File: src/rtl/shared_bus_ctrl.sv
// Shared bus controller: arbitrates N_SRC sources onto one registered bus
// (fixed priority or round-robin) and counts cycles with competing requests.
module shared_bus_ctrl #(
    parameter int DATA_W = 16,
    parameter int N_SRC  = 12,
    parameter int MODE   = 0,
    parameter int CNT_W  = 8
) (
    input  logic                    clk,
    input  logic                    rst_n,
    input  logic [N_SRC*DATA_W-1:0] src_data,
    input  logic [N_SRC-1:0]        read_en,
    input  logic                    clr_cnt,
    output logic [DATA_W-1:0]       bus,
    output logic                    bus_valid,
    output logic [N_SRC-1:0]        grant,
    output logic                    conflict,
    output logic [CNT_W-1:0]        conflict_cnt
);

    localparam int PTR_W = (N_SRC > 1) ? $clog2(N_SRC) : 1;
    localparam logic [PTR_W-1:0] LAST_IDX = PTR_W'(N_SRC - 1);
    localparam logic [PTR_W:0]   N_WIDE   = (PTR_W + 1)'(N_SRC);
    localparam logic [CNT_W-1:0] CNT_MAX  = {CNT_W{1'b1}};

    logic [PTR_W-1:0]        rr_ptr_r;
    logic [PTR_W-1:0]        base_s;
    logic [2*N_SRC-1:0]      dbl_s;
    logic [N_SRC-1:0]        rot_s;
    logic [PTR_W-1:0]        off_s;
    logic                    found_s;
    logic [PTR_W:0]          sum_s;
    logic [PTR_W-1:0]        win_idx_s;
    logic [N_SRC-1:0]        grant_s;
    logic [DATA_W-1:0]       word_s;
    logic                    multi_s;

    // Search start: index 0 for fixed priority, one past the last winner for round-robin.
    always_comb begin
        base_s = '0;
        if (MODE == 0) begin
            base_s = '0;
        end else if (rr_ptr_r == LAST_IDX) begin
            base_s = '0;
        end else begin
            base_s = rr_ptr_r + PTR_W'(1);
        end
    end

    // Rotate requests so the search start sits at bit 0, then take the lowest set bit.
    always_comb begin
        dbl_s   = {read_en, read_en};
        rot_s   = N_SRC'(dbl_s >> base_s);
        found_s = 1'b0;
        off_s   = '0;
        for (int i = N_SRC - 1; i >= 0; i--) begin
            off_s   = rot_s[i] ? PTR_W'(i) : off_s;
            found_s = found_s | rot_s[i];
        end
    end

    // Undo the rotation to recover the absolute winner index.
    always_comb begin
        sum_s     = {1'b0, base_s} + {1'b0, off_s};
        win_idx_s = '0;
        if (sum_s >= N_WIDE) begin
            win_idx_s = PTR_W'(sum_s - N_WIDE);
        end else begin
            win_idx_s = sum_s[PTR_W-1:0];
        end
    end

    // One-hot grant, AND-OR data mux (only the granted word can reach the bus), conflict detect.
    always_comb begin
        grant_s = '0;
        if (found_s) begin
            grant_s = N_SRC'(1) << win_idx_s;
        end else begin
            grant_s = '0;
        end
        word_s = '0;
        for (int i = 0; i < N_SRC; i++) begin
            word_s = word_s | (src_data[i*DATA_W +: DATA_W] & {DATA_W{grant_s[i]}});
        end
        multi_s = |(read_en & (read_en - N_SRC'(1)));
    end

    // Registered bus outputs and round-robin pointer; the bus holds when nobody requests.
    always_ff @(posedge clk or negedge rst_n) begin
        if (!rst_n) begin
            bus       <= '0;
            bus_valid <= 1'b0;
            grant     <= '0;
            conflict  <= 1'b0;
            rr_ptr_r  <= LAST_IDX;
        end else begin
            bus_valid <= found_s;
            grant     <= grant_s;
            conflict  <= multi_s;
            if (found_s) begin
                bus      <= word_s;
                rr_ptr_r <= win_idx_s;
            end
        end
    end

    // Saturating conflict counter; clear wins over a same-cycle increment.
    always_ff @(posedge clk or negedge rst_n) begin
        if (!rst_n) begin
            conflict_cnt <= '0;
        end else if (clr_cnt) begin
            conflict_cnt <= '0;
        end else if (multi_s && (conflict_cnt != CNT_MAX)) begin
            conflict_cnt <= conflict_cnt + CNT_W'(1);
        end
    end

endmodule

File: config.mk
export PLATFORM = sky130hd
export DESIGN_NAME = shared_bus_ctrl
export DESIGN_NICKNAME = d
export VERILOG_FILES = /design/src/rtl/shared_bus_ctrl.sv
export SDC_FILE = /design/constraint.sdc
export NUM_CORES = 1
export LEC_CHECK = 0
export CORE_ASPECT_RATIO = 0.5
export CORE_UTILIZATION = 35
export CTS_BUF_LIST = sky130_fd_sc_hd__clkbuf_4 sky130_fd_sc_hd__clkbuf_8
export DETAILED_ROUTE_END_ITERATION = 16
export GPL_TIMING_DRIVEN = 0
export PLACE_DENSITY = 0.87
export REMOVE_ABC_BUFFERS = 1
export SLEW_MARGIN = 30
export SYNTH_ARGS = -nofsm -noshare
export SYNTH_HDL_FRONTEND = slang
export SYNTH_SLANG_ARGS = --single-unit
File: constraint.sdc
create_clock -name clk -period 2.1 [get_ports clk]
set_input_delay 0.21 -clock clk [delete_from_list [all_inputs] [get_ports clk]]
set_output_delay 0.21 -clock clk [all_outputs]
set_load 0.01 [all_outputs]
==> summary.txt, run 1 <==
Outcome
  • Status: completed

Critical path
  • Reg2Reg Setup Slack: 0.33 ns
  • Critical Path Most Common Cell: buf_4
  • Worst R2R Start: conflict_cnt[3]$_DFFE_PN0P_
  • R2R Path End: conflict_cnt[5]$_DFFE_PN0P_
  • Stages on worst setup path: 9
  • CP Max Fanout: 20
  • Startpoint Class: primary input
  • CP bufs+invs: 3
  • CP Data Arrival Time: 2.32 ns
  • Worst EP required: 2.33 ns
  • Crit end category: flip-flop
  • Largest stage delay, worst path: 0.65 ns
  • Slowest library cell on the worst path: or4_4
  • CP top delay family: simple AND/OR/NAND/NOR gates
  • Kind of critical path: primary input to flip-flop
  • Worst Reg-to-Reg Cells: 6
  • Crit path cell chain: buf_4 -> or4_4 -> nor3_2 -> o41ai_4 -> buf_4 -> buf_4 -> a21oi_1 -> nand2_1 -> a31oi_1

Placed design
  • DP Area: 5610 um^2
  • RePlAce Congestion: 0.952
  • DP Wirelength: 11.6 mm
  • Port-buffer cells: 244
  • Place WS: -1.80 ns

Yosys
  • Post-synth EDFFs: 0
  • Synthesized area: 3110 um^2
  • Cell variety after synth: 57
  • Post-synth top flop: dfrtp_1
  • Synth Instances: 375
  • Synth warn: 0
  • Ys async rst share: 100%
  • Yosys reg bits: 38
  • Avg Cell Area, Syn: 8.29 um^2
  • Register area share after synthesis: 30.6%

Power and ir drop
  • LEAKAGE: 0.00229 uW
  • Gate power share: 40.5%
  • Internal power: 1590 uW
  • PwrDens: 372 nW/um^2
  • Clk pwr share: 24.0%
  • Psw: 661 uW
  • Sequential power share: 35.5%
  • Maximum VDD drop: 0.000244 V
  • Sw frac: 29.4%

Floorplanning
  • Die height: 68.7 um
  • Initial Utilization: 37.4%
  • Die area: 9290 um^2
  • Rows: 23
  • Die W: 135 um
  • Core area: 8320 um^2
  • Io pins: 245

Clock network
  • Clk Latency, worst-skew pair: 0.30 ns
  • H-tree levels: 2
  • TritonCTS Buffers: 5
  • Clk slew on worst S/H paths: 0.08 ns
  • Root buffer cell: clkbuf_8
  • CTS tree: yes
  • CTS max path bufs: 2
  • Clk sinks: 38

Cells and area
  • Most common cell after layout, fill and taps aside: clkdlybuf4s50_1
  • Antenna diode count: 0
  • Synth-to-Final Area Change: 94.5%
  • Final Instance Area: 6050 um^2
  • Ratio of cells with drive above 1 in the final layout: 13.7%
  • Most frequent cells in the layout: clkdlybuf4s50_1, dfrtp_1, nor2_1, a21oi_1, nand3_1
  • Post-layout util: 72.7%
  • Layout Nets: 827

Drt
  • Via density: 6.19
  • Initial drt markers: 460
  • WL/cell: 22.0 um
  • Post-Route WL: 16.1 mm
  • Final ANT Viol Nets: 0
  • DRC Markers: 0
  • First drt pass iteration count: 5
  • Vias post-DR: 4530

STA
  • Min cycle time layout: 2.09 ns
  • Worst slew pin tran: 0.791 ns
  • Final clock skew: 0.00154 ns
  • Highest Clock Rate: 0.478 GHz
  • Final Hold Violating Endpoints: 0
  • Tcrit/Tclk final: 99.5%
  • Worst setup margin: 0.00962 ns
  • Max Slew Vio Count: 0
  • Final setup violation count: 0
  • Worst slew margin: 47.1%

Worst hold path
  • Min-Delay Path Class: primary input to flip-flop
  • Hold worst-path end: grant[0]$_DFF_PN0_
  • Hold Path Stages: 1
  • Hold Startpoint: read_en[0]

Global route
  • Initial antenna violation count: 0
  • Grt total ovfl: 0
  • First-pass GRT wire length: 22.4 mm
  • Largest net degree at the start of global routing: 36
  • Total global-route track usage: 32.7%
  • Vias in the first global route: 4192

Job
  • Max Cap Violations: 0
==> layout make-up <==
type                            instances  area (um^2)
Clock buffer                            6         82.6
Clock inverter                          2         12.5
Fill cell                             598         2270
Inverter                                7         30.0
Multi-Input combinational cell        298         2200
Sequential cell                        38          951
Tap cell                              112          140
Timing Repair Buffer                  268         2630
Timing Repair inverter                  1         7.51
==> sequential cells by signal (all words and copies together), names as in the netlist <==
name / count
grant: 12
bus_valid: 1
bus: 16
conflict: 1
conflict_cnt: 8
==> metal layers <==
layer	GRT usage, %	part of all wire [%]	vias up	wire length [um]
met4	13.9	4.0	0	651
met3	9.28	10	86	1650
li1	-	-	1970	-
met5	0	0	-	0
met1	39.1	38	2173	6100
met2	56.2	48	301	7740
==> cells by family (layout without fill, tap and decap cells) <==
| group | count (synthesis) | in the layout | synth area share [%] |
|---|---|---|---|
| flip-flops | 38 | 38 | 30.6 |
| multiplexers | 15 | 15 | 4.91 |
| adder cells (fa/ha/maj) | 1 | 1 | 0.402 |
| buffers and inverters | 39 | 284 | 5.75 |
| AND/OR/NAND/NOR | 142 | 142 | 23.8 |
| AO/OA/AOI/OAI | 139 | 139 | 34.3 |
| XOR/XNOR | 1 | 1 | 0.282 |
==> power groups by stage <==
| stage | Combinational, uW | Sequential, uW | Clock (uW) |
|---|---|---|---|
| 6_report | 910 | 798 | 541 |
| 5_1_grt | 959 | 802 | 594 |
| 4_1_cts | 882 | 796 | 555 |
| 3_5_place_dp | 844 | 810 | 0 |
| 3_3_place_gp | 825 | 808 | 0 |
| 2_1_floorplan | 226 | 827 | 0 |
==> synth_stat cells (all sizes together), types with 2 or more instances <==
cell,n,share of area [%]
dfrtp,38,31
nor2,37,4.5
a21oi,27,5.1
nand3,24,3.9
nand2,23,2.8
clkbuf,22,2.7
a22oi,21,5.1
nor3,14,2.9
o21ai,14,2.3
a221o,13,4.2
mux2i,13,4.2
o32a,11,3.7
a221oi,10,2.8
a22o,10,2.8
buf,10,2.2
and2,8,1.6
inv,7,0.84
nand4,7,1.4
nor2b,6,1.2
nor4,5,1.4
a211oi,4,0.97
a21o,4,0.97
a31oi,4,0.80
o211ai,4,0.97
and3,3,0.60
or3,3,0.60
or4,3,0.72
a2111oi,2,0.56
a222oi,2,0.64
a31o,2,0.56
mux2,2,0.72
nand2b,2,0.40
nand4b,2,0.56
o2111ai,2,0.56
o22ai,2,0.40
o31ai,2,0.48
or2,2,0.40
==> what timing repair did <==
item	CTS	global route
endpoints found under the hold margin	12	0
resized for setup	62	15
hold buffers	1	0
pin swaps	8	3
gates cloned	1	0
setup buffers	13	6
endpoints found under the setup margin	33	17
==> worst max-delay path by stage <==
| stage | from | end | slack (ns) |
|---|---|---|---|
| floorplan | read_en[6] | bus[1]$_DFFE_PN0P_ | -0.61 |
| global placement | read_en[4] | bus[8]$_DFFE_PN0P_ | -2.60 |
| detailed placement | read_en[1] | bus[12]$_DFFE_PN0P_ | -1.80 |
| CTS | read_en[7] | bus[4]$_DFFE_PN0P_ | 0.05 |
| global route | read_en[4] | bus[8]$_DFFE_PN0P_ | -0.01 |
| finish | read_en[2] | bus[4]$_DFFE_PN0P_ | 0.01 |
==> through the flow <==
stage / total power, uW / setup TNS (ns) / hold slack, ns / cells
6_report: 2250 / 0 / 0.175 / 732
3_5_place_dp: 1650 / -44.10 / 0.122 / 703
3_3_place_gp: 1630 / -73.70 / 0.476 / 699
5_1_grt: 2360 / -0.0151 / 0.164 / 732
4_1_cts: 2230 / 0 / 0.240 / 726
2_1_floorplan: 1050 / -8.72 / -0.0856 / 343
No activity file was read; power rests on OpenSTA's default activity.
==> run 2, diff against run 1 <==
--- a/config.mk
+++ b/config.mk
@@ -10,6 +10,7 @@
 export CTS_BUF_LIST = sky130_fd_sc_hd__clkbuf_4 sky130_fd_sc_hd__clkbuf_8
 export DETAILED_ROUTE_END_ITERATION = 16
 export GPL_TIMING_DRIVEN = 0
+export HOLD_SLACK_MARGIN = 0.06
 export PLACE_DENSITY = 0.87
 export REMOVE_ABC_BUFFERS = 1
 export SLEW_MARGIN = 30
==> results of run 2 <==
Same layout as run 1: the final DEF is identical, and so are final timing and power.
==> run 3, diff against run 2 <==
--- a/config.mk
+++ b/config.mk
@@ -6,6 +6,7 @@
 export NUM_CORES = 1
 export LEC_CHECK = 0
 export CORE_ASPECT_RATIO = 0.5
+export CORE_MARGIN = 1
 export CORE_UTILIZATION = 35
 export CTS_BUF_LIST = sky130_fd_sc_hd__clkbuf_4 sky130_fd_sc_hd__clkbuf_8
 export DETAILED_ROUTE_END_ITERATION = 16
==> constraint.sdc (replaced) <==
create_clock -name clk -period 2.25 [get_ports clk]
set_input_delay 0.225 -clock clk [delete_from_list [all_inputs] [get_ports clk]]
set_output_delay 0.225 -clock clk [all_outputs]
set_load 0.01 [all_outputs]
==> run 3 against run 2 <==
The run now ends with negative setup slack left. Global-route usage down 0.33 points. Routed wire length up 1.2%. Total power down 6.4%. Cell count unchanged. Clock power down 6.3%. Sequential share of layout area down 0.091 points. First-iteration DRC count up 1.7%.
==> summary.txt, run 3 (synthesis gave the netlist of run 1 again) <==
Outcome
  • Status: finished with violations
  • Failing checks: negative setup slack

Placed design
  • Placed cell count: 703
  • DP Wirelength: 11.6 mm
  • Port-buffer cells: 244
  • Place WS: -1.66 ns
  • RePlAce Congestion: 0.952

Critical path
  • Largest stage delay, worst path: 0.44 ns
  • Crit path cell chain: dlygate4sd2_1 -> nor2_1 -> nor2_4 -> o41ai_4 -> buf_4 -> nor2_2 -> and2_1 -> o32a_2
  • Reg2Reg Setup Slack: 0.48 ns
  • Crit. Startpoint: read_en[6]
  • Kind of critical path: primary input to flip-flop
  • Worst Reg-to-Reg Cells: 6
  • R2R Path End: conflict_cnt[5]$_DFFE_PN0P_
  • Startpoint Class: primary input
  • CP Data Arrival Time: 2.44 ns
  • Crit path to: bus[9]$_DFFE_PN0P_
  • CP top delay family: compound AO/OA/AOI/OAI gates
  • Stages on worst setup path: 8
  • CP Max Fanout: 8
  • CP bufs+invs: 2
  • Worst EP required: 2.44 ns
  • Worst R2R Start: conflict_cnt[3]$_DFFE_PN0P_
  • Slowest library cell on the worst path: o41ai_4
  • Crit end category: flip-flop

Drt
  • Initial drt markers: 468
  • Post-Route WL: 16.3 mm
  • Via density: 6.15
  • First drt pass iteration count: 5
  • DRC Markers: 0
  • Vias post-DR: 4504
  • Final ANT Viol Nets: 0
  • WL/cell: 22.3 um

Floorplanning
  • Die W: 135 um
  • Die area: 9290 um^2
  • Rows: 23
  • Io pins: 245
  • Core area: 8320 um^2
  • Initial Utilization: 37.4%
  • Die height: 68.7 um

Clock network
  • Root buffer cell: clkbuf_8
  • H-tree levels: 2
  • CTS tree: yes
  • TritonCTS Buffers: 5
  • Clk slew on worst S/H paths: 0.08 ns
  • CTS max path bufs: 2
  • Clk Latency, worst-skew pair: 0.30 ns
  • Clk sinks: 38

Power and ir drop
  • PwrDens: 346 nW/um^2
  • Clk pwr share: 24.1%
  • Psw: 620 uW
  • Sequential power share: 35.3%
  • Total power: 2100 uW
  • Sw frac: 29.5%
  • LEAKAGE: 0.00233 uW
  • Gate power share: 40.6%
  • Internal power: 1480 uW
  • Maximum VDD drop: 0.000224 V

STA
  • Tcrit/Tclk final: 100%
  • Worst slew margin: 48.7%
  • Min cycle time layout: 2.25 ns
  • Final clock skew: 0.00177 ns
  • Max Slew Vio Count: 0
  • Highest Clock Rate: 0.443 GHz
  • Worst setup margin: -0.00488 ns
  • Final setup violation count: 1
  • Worst slew pin tran: 0.769 ns
  • Final Hold Violating Endpoints: 0

Cells and area
  • Most common cell after layout, fill and taps aside: clkdlybuf4s50_1
  • Largest registers: bus: 16 flops, grant: 12 flops, conflict_cnt: 8 flops
  • Ratio of cells with drive above 1 in the final layout: 13.1%
  • Synth-to-Final Area Change: 95.6%
  • Antenna diode count: 0
  • Non-filler cells, final: 732
  • Most frequent cells in the layout: clkdlybuf4s50_1, dfrtp_1, nor2_1, a21oi_1, nand3_1
  • Max reg flops: 16
  • Post-layout util: 73.2%
  • Biggest register: bus
  • Layout Nets: 827

Global route
  • Vias in the first global route: 4186
  • Initial antenna violation count: 0
  • Total global-route track usage: 32.3%
  • First-pass GRT wire length: 22.3 mm
  • Grt total ovfl: 0
  • Largest net degree at the start of global routing: 36

Job
  • Max Cap Violations: 0

Worst hold path
  • Min-Delay Path Class: primary input to flip-flop
  • Hold Path Stages: 1
run 3: cell types whose count changed in the layout (fill, tap and decap cells not counted), sizes merged:
cell / change
dlymetal6s2s: +4
clkbuf: -2
buf: -1
dlygate4sd2: -1
run 3: worst min path at each step:
| stage | from | to | slack (ns) |
|---|---|---|---|
| final | read_en[0] | grant[0]$_DFF_PN0_ | 0.27 |
| after global routing | read_en[0] | grant[0]$_DFF_PN0_ | 0.26 |
| after CTS | rst_n | conflict_cnt[6]$_DFFE_PN0P_ | 0.35 |
| after detailed placement | rst_n | grant[6]$_DFF_PN0_ | 0.14 |
| after global placement | bus[14]$_DFFE_PN0P_ | bus[14]$_DFFE_PN0P_ | 0.48 |
| after floorplan | rst_n | bus[0]$_DFFE_PN0P_ | -0.07 |
run 3: repair_timing:
action                                  in CTS  in global routing
resized for setup                           48                 19
endpoints found under the hold margin       12                  0
endpoints found under the setup margin      33                 17
hold buffers                                 1                  0
cloned                                       1                  0
pin swaps                                    7                  4
setup buffers                               11                  8
run 3: area by class of cell:
class | instances | area [um^2]
clock inverter | 2 | 12.5
timing repair buffer | 268 | 2660
tap | 112 | 140
clock buffer | 6 | 82.6
multi-input combinational | 298 | 2200
sequential | 38 | 951
inverter | 7 | 30.0
fill | 581 | 2230
timing repair inverter | 1 | 7.51
run 3: power groups by stage:
stage | clock network, uW | logic [uW] | registers (uW)
floorplan | 0 | 211 | 772
global placement | 0 | 770 | 754
detailed placement | 0 | 788 | 756
CTS | 518 | 821 | 743
global route | 551 | 899 | 749
finish | 507 | 854 | 744
run 3: worst reg2reg max path: cells and delay by family, from the launching register on:
family / cells / cell delay (ns)
and+or+nand+nor: 4 / 0.56
DFF: 1 / 0.44
AOI/OAI and AO/OA: 1 / 0.37
muxes: 1 / 0.30
run 3: metal layers:
| metal | up-vias | track usage [%] | routed length, um |
|---|---|---|---|
| met1 | 2154 | 38.6 | 6150 |
| met2 | 317 | 54.7 | 7870 |
| met5 | - | 0 | 0 |
| met4 | 0 | 15.4 | 589 |
| met3 | 65 | 9.72 | 1710 |
| li1 | 1968 | - | - |
run 3: through the flow:
step	TNS (ns)	instance area (um^2)	hold WS (ns)
floorplan	-5.70	2960	-0.0706
global placement	-63.81	5540	0.476
detailed placement	-39.51	5610	0.137
CTS	0	5950	0.355
global route	-0.140	6080	0.262
finish	-0.00488	6080	0.267
